==> src/rtl/portas_logicas_pkg.sv <==
// -----------------------------------------------------------------------------
// portas_logicas_pkg
//
// Purpose:
//   Shared constants for the bitwise logic-gate unit. It holds the default
//   operand width and one index constant per output operation. Scoreboards can
//   use these indices to keep the eight results in an array in a fixed order.
//
// Contents:
//   DEFAULT_WIDTH  default operand/result width (legal range 1..64)
//   MAX_WIDTH      widest legal operand
//   OP_AND..OP_EQ  index of each output operation (s1..s8 order)
//   NUM_OPS        number of results produced by the unit
//   width_is_legal helper used by the design to guard its WIDTH parameter
// -----------------------------------------------------------------------------
package portas_logicas_pkg;

  localparam int DEFAULT_WIDTH = 3;
  localparam int MAX_WIDTH     = 64;

  // Output index constants, in port order s1..s8.
  localparam int OP_AND  = 0;
  localparam int OP_OR   = 1;
  localparam int OP_NAND = 2;
  localparam int OP_NOR  = 3;
  localparam int OP_XOR  = 4;
  localparam int OP_XNOR = 5;
  localparam int OP_NOT  = 6;
  localparam int OP_EQ   = 7;

  localparam int NUM_OPS = 8;

  // True when a width lies inside the supported range.
  function automatic bit width_is_legal(input int w);
    return (w >= 1) && (w <= MAX_WIDTH);
  endfunction

endpackage

==> src/rtl/portas_logicas_core.sv <==
// -----------------------------------------------------------------------------
// portas_logicas_core
//
// Purpose:
//   Purely combinational evaluation of the seven bitwise gates and the
//   equality flag for two WIDTH-bit operands. This module has no state.
//   Registering and enable gating happen in the top level.
//
// Parameters:
//   WIDTH     operand/result width, 1..64
//
// Ports:
//   a         input  [WIDTH-1:0]  operand A
//   b         input  [WIDTH-1:0]  operand B
//   and_res   output [WIDTH-1:0]  a & b
//   or_res    output [WIDTH-1:0]  a | b
//   nand_res  output [WIDTH-1:0]  ~(a & b)
//   nor_res   output [WIDTH-1:0]  ~(a | b)
//   xor_res   output [WIDTH-1:0]  a ^ b
//   xnor_res  output [WIDTH-1:0]  ~(a ^ b)
//   not_res   output [WIDTH-1:0]  ~a
//   eq_res    output              1 when a == b on every bit
// -----------------------------------------------------------------------------
module portas_logicas_core
  import portas_logicas_pkg::*;
#(
  parameter int WIDTH = DEFAULT_WIDTH
) (
  input  logic [WIDTH-1:0] a,
  input  logic [WIDTH-1:0] b,
  output logic [WIDTH-1:0] and_res,
  output logic [WIDTH-1:0] or_res,
  output logic [WIDTH-1:0] nand_res,
  output logic [WIDTH-1:0] nor_res,
  output logic [WIDTH-1:0] xor_res,
  output logic [WIDTH-1:0] xnor_res,
  output logic [WIDTH-1:0] not_res,
  output logic             eq_res
);

  logic [WIDTH-1:0] xnor_val;

  assign xnor_val = ~(a ^ b);

  assign and_res  = a & b;
  assign or_res   = a | b;
  assign nand_res = ~(a & b);
  assign nor_res  = ~(a | b);
  assign xor_res  = a ^ b;
  assign xnor_res = xnor_val;
  assign not_res  = ~a;

  // Equality is the AND-reduction of the XNOR vector. This keeps X
  // propagation consistent with the bitwise results instead of using ==.
  assign eq_res = &xnor_val;

endmodule

==> src/rtl/portas_logicas.sv <==
// -----------------------------------------------------------------------------
// portas_logicas
//
// Purpose:
//   Registered bitwise logic-gate unit. On each rising clock edge with en high,
//   all eight results of the current (a, b) pair are captured together. The
//   results appear one cycle later. With en low the outputs hold their values.
//   Reset clears every output to zero, even where a zero input would produce
//   ones.
//
// Parameters:
//   WIDTH  operand/result width, 1..64
//
// Ports:
//   clk    input         system clock, rising edge
//   rst_n  input         asynchronous active-low reset
//   en     input         load enable for the output registers
//   a      input  [W]    operand A
//   b      input  [W]    operand B
//   s1     output [W]    a AND b
//   s2     output [W]    a OR b
//   s3     output [W]    a NAND b
//   s4     output [W]    a NOR b
//   s5     output [W]    a XOR b
//   s6     output [W]    a XNOR b
//   s7     output [W]    NOT a
//   s8     output        a == b
// -----------------------------------------------------------------------------
module portas_logicas
  import portas_logicas_pkg::*;
#(
  parameter int WIDTH = DEFAULT_WIDTH
) (
  input  logic             clk,
  input  logic             rst_n,
  input  logic             en,
  input  logic [WIDTH-1:0] a,
  input  logic [WIDTH-1:0] b,
  output logic [WIDTH-1:0] s1,
  output logic [WIDTH-1:0] s2,
  output logic [WIDTH-1:0] s3,
  output logic [WIDTH-1:0] s4,
  output logic [WIDTH-1:0] s5,
  output logic [WIDTH-1:0] s6,
  output logic [WIDTH-1:0] s7,
  output logic             s8
);

  if (!width_is_legal(WIDTH)) begin : g_bad_width
    $error("portas_logicas: WIDTH must be between 1 and 64");
  end

  logic [WIDTH-1:0] and_res;
  logic [WIDTH-1:0] or_res;
  logic [WIDTH-1:0] nand_res;
  logic [WIDTH-1:0] nor_res;
  logic [WIDTH-1:0] xor_res;
  logic [WIDTH-1:0] xnor_res;
  logic [WIDTH-1:0] not_res;
  logic             eq_res;

  portas_logicas_core #(
    .WIDTH(WIDTH)
  ) u_core (
    .a        (a),
    .b        (b),
    .and_res  (and_res),
    .or_res   (or_res),
    .nand_res (nand_res),
    .nor_res  (nor_res),
    .xor_res  (xor_res),
    .xnor_res (xnor_res),
    .not_res  (not_res),
    .eq_res   (eq_res)
  );

  // All eight registers share one enable and one reset. Because of this they
  // always show results from the same sampled operand pair. Reset values are
  // all zero by design, not the function of a=b=0.
  always_ff @(posedge clk or negedge rst_n) begin
    if (!rst_n) begin
      s1 <= '0;
      s2 <= '0;
      s3 <= '0;
      s4 <= '0;
      s5 <= '0;
      s6 <= '0;
      s7 <= '0;
      s8 <= 1'b0;
    end else if (en) begin
      s1 <= and_res;
      s2 <= or_res;
      s3 <= nand_res;
      s4 <= nor_res;
      s5 <= xor_res;
      s6 <= xnor_res;
      s7 <= not_res;
      s8 <= eq_res;
    end
  end

endmodule

==> config.mk <==
export PLATFORM = sky130hd
export DESIGN_NAME = portas_logicas
export DESIGN_NICKNAME = d
export VERILOG_FILES = /design/src/rtl/portas_logicas_pkg.sv /design/src/rtl/portas_logicas_core.sv /design/src/rtl/portas_logicas.sv
export SDC_FILE = /design/constraint.sdc
export NUM_CORES = 1
export LEC_CHECK = 0
export CAP_MARGIN = 20
export CORE_UTILIZATION = 40
export DETAILED_ROUTE_END_ITERATION = 8
export DONT_BUFFER_PORTS = 1
export SLEW_MARGIN = 20
export SYNTH_ARGS = -nofsm -noshare
export SYNTH_HDL_FRONTEND = slang
export SYNTH_SLANG_ARGS = --single-unit
==> constraint.sdc <==
create_clock -name clk -period 0.95 [get_ports clk]
set_clock_uncertainty 0.05 [all_clocks]
set_input_delay 0.19 -clock clk [delete_from_list [all_inputs] [get_ports clk]]
set_output_delay 0.19 -clock clk [all_outputs]
set_load 0.01 [all_outputs]
==> reports/results.ini <==
[outcome]
status=finished with violations
violations=negative hold slack, negative setup slack

[finish]
n_antenna_cell=0
stdcell_count=112
drive_above_1_share=0.393
layout_commonest_cell=dfrtp_1
final_cell_mix=22 x dfrtp_1, 14 x inv_1, 10 x mux2_4
finalNetCount=100
fin_util=0.536
syn_to_final_growth_pct=23.4

[pwr]
peakVddDrop_uv=1460
p_leak_nw=0.653
power_mw=2.20
p_per_area_nw_per_um2=1800

[run]
drv_cap=0

[worst_setup_path]
path_max_fanout=2
r2r-start=s5[2]$_DFFE_PN0P_
critPathLaunchType=register
end_kind=output pin
required_ns=0.71
reg2reg_to=s5[2]$_DFFE_PN0P_
crit_slowest_cell=dfrtp_1
cp_data_arrival_time_ns=0.85
critPathTopFamily=flip-flops
r2r_slack_ns=-0.01
cp_cell_sequence=buf_6
critPathBufInv=1
critPathMaxStageDelay_ns=0.42
r2r_cells=2
critPathKind=reg2out

[placed_design]
gp_congestion=0.724
place_hpwl_mm=1.13
dp_cells=103
io_buffers=0

[floorplan]
die_y_um=51.7
core_um2=2280
start_util=0.434
io_pins=31
rows=17
die_x_um=51.7
die_area_um2=2670

[route]
ant_nets=0
vias=528
drc=0
drtPass1Iterations=2
wl_per_cell_um=14.9
drt_wl_total_mm=1.67
vias_per_cell=4.71
drt_iter0_drc=1

[logic_synthesis]
synth_fa_ha_area_frac=0.0759
yosysUniqueCellTypes=11
ys.warnings.count=0
synth-seq-cells=22
syn_area_um2=988
yosysSeqAreaShare=0.557
synth_mux_area_frac=0.256
synthesis.nets=85
syn_inst=70
synth_xor_area_frac=0
synth_top_family_by_area=multiplexers
synth_compound_area_frac=0.0139
syn_avg_cell_area_um2=14.1
yosys.area_share.simple=0.00633

[clock_network]
clock_sinks=22
clock_latency_ns=0.30
cts-root-buf=clkbuf_4
tritoncts=yes
cts_buffers=3
cts_buffer_depth=2
h-tree-depth=1
path_clk_slew_ns=0.13

[timing]
setup_ws_ns=-0.139
relSlewSlack=0.875
fmax_mhz=919
hold_ws_ns=-0.0873
finalHoldViolations=16
rsz0062_at_grt=yes
setup_viol=24
post-route-period-util=1.15
fin_crit_ns=1.09
slew_violations=0
worstMarginPinSlew_ns=0.188
setup-tns-final_ns=-1.48

[grt]
grt_pass1_vias=578
grt_overflow=0
grt_use_total=0.143
grt_pass1_wl_mm=2.69
grt_antenna_before_repair=0
grt_use_met3=0.0731
grt_max_degree=24
use_met2=0.227
met1_usage=0.174
busiest_layer=met2

[worst_hold_path]
hold_path.class=in2reg
holdPathStages=1
hp-start=en
hold_end=s2[1]$_DFFE_PN0P_

-- worst max path at each step --
stage / slack (ns) / endpoint / from / depth (start not counted)
3_3_place_gp: -0.04 / s5[0]$_DFFE_PN0P_ / a[0] / 3
3_5_place_dp: -0.05 / s5[0]$_DFFE_PN0P_ / a[0] / 3
6_report: -0.14 / s5[2] / s5[2]$_DFFE_PN0P_ / 1
2_1_floorplan: -0.02 / s5[0]$_DFFE_PN0P_ / a[0] / 3
5_1_grt: -0.18 / s4[2] / s4[2]$_DFFE_PN0P_ / 1
4_1_cts: -0.15 / s4[2] / s4[2]$_DFFE_PN0P_ / 1
-- layout make-up --
| class | count | area (um2) |
|---|---|---|
| multi-input combinational | 29 | 375 |
| timing repair buffer | 13 | 146 |
| sequential | 22 | 551 |
| fill | 193 | 1060 |
| clock inverter | 1 | 30.0 |
| clock buffer | 3 | 22.5 |
| tap | 28 | 35.0 |
| inverter | 16 | 60.1 |
-- sequential cells by signal (all words and copies together), names as in the netlist --
| signal | count |
|---|---|
| s1 | 3 |
| s3 | 3 |
| s5 | 3 |
| s6 | 3 |
| s7 | 3 |
| s2 | 3 |
| s4 | 3 |
| s8 | 1 |
-- per-layer routing --
layer,vias up,wire [um]
li1,247,-
met1,258,744
met2,21,781
met3,2,134
met4,0,12
met5,-,0
-- metrics by stage --
stage / area (um2) / worst slack (ns)
after CTS: 1180 / -0.152
after global placement: 1080 / -0.0394
final: 1220 / -0.139
after global routing: 1220 / -0.183
after detailed placement: 1080 / -0.0519
after floorplan: 1020 / -0.0157
-- Yosys cell counts --
| cell | number | area, um2 |
|---|---|---|
| o32ai_1 | 1 | 8.76 |
| mux2_2 | 2 | 22.5 |
| mux2_4 | 10 | 150 |
| mux2i_1 | 8 | 80.1 |
| o21ai_0 | 1 | 5.00 |
| buf_6 | 2 | 22.5 |
| ha_1 | 6 | 75.1 |
| inv_1 | 16 | 60.1 |
| nand2b_1 | 1 | 6.26 |
| dfrtp_1 | 22 | 551 |
| buf_4 | 1 | 7.51 |
-- kinds of logic after synthesis --
group / after synthesis
muxes: 20
buffers and inverters: 19
adders and majority gates: 6
AOI/OAI and AO/OA: 2
and+or+nand+nor: 1
DFF: 22
-- power by group --
group	leakage [nW]	switching [mW]	internal, mW
clock	0.0279	0.274	0.426
combinational	0.367	0.124	0.235
sequential	0.258	0.104	1.03
total	0.653	0.502	1.70
-- timing repair --
action,CTS,global route
endpoints found under the setup margin,22,24
resized for setup,8,1
hold endpoints to repair,44,44
buffers inserted,2,1
Power figures use the tool's default switching activity.
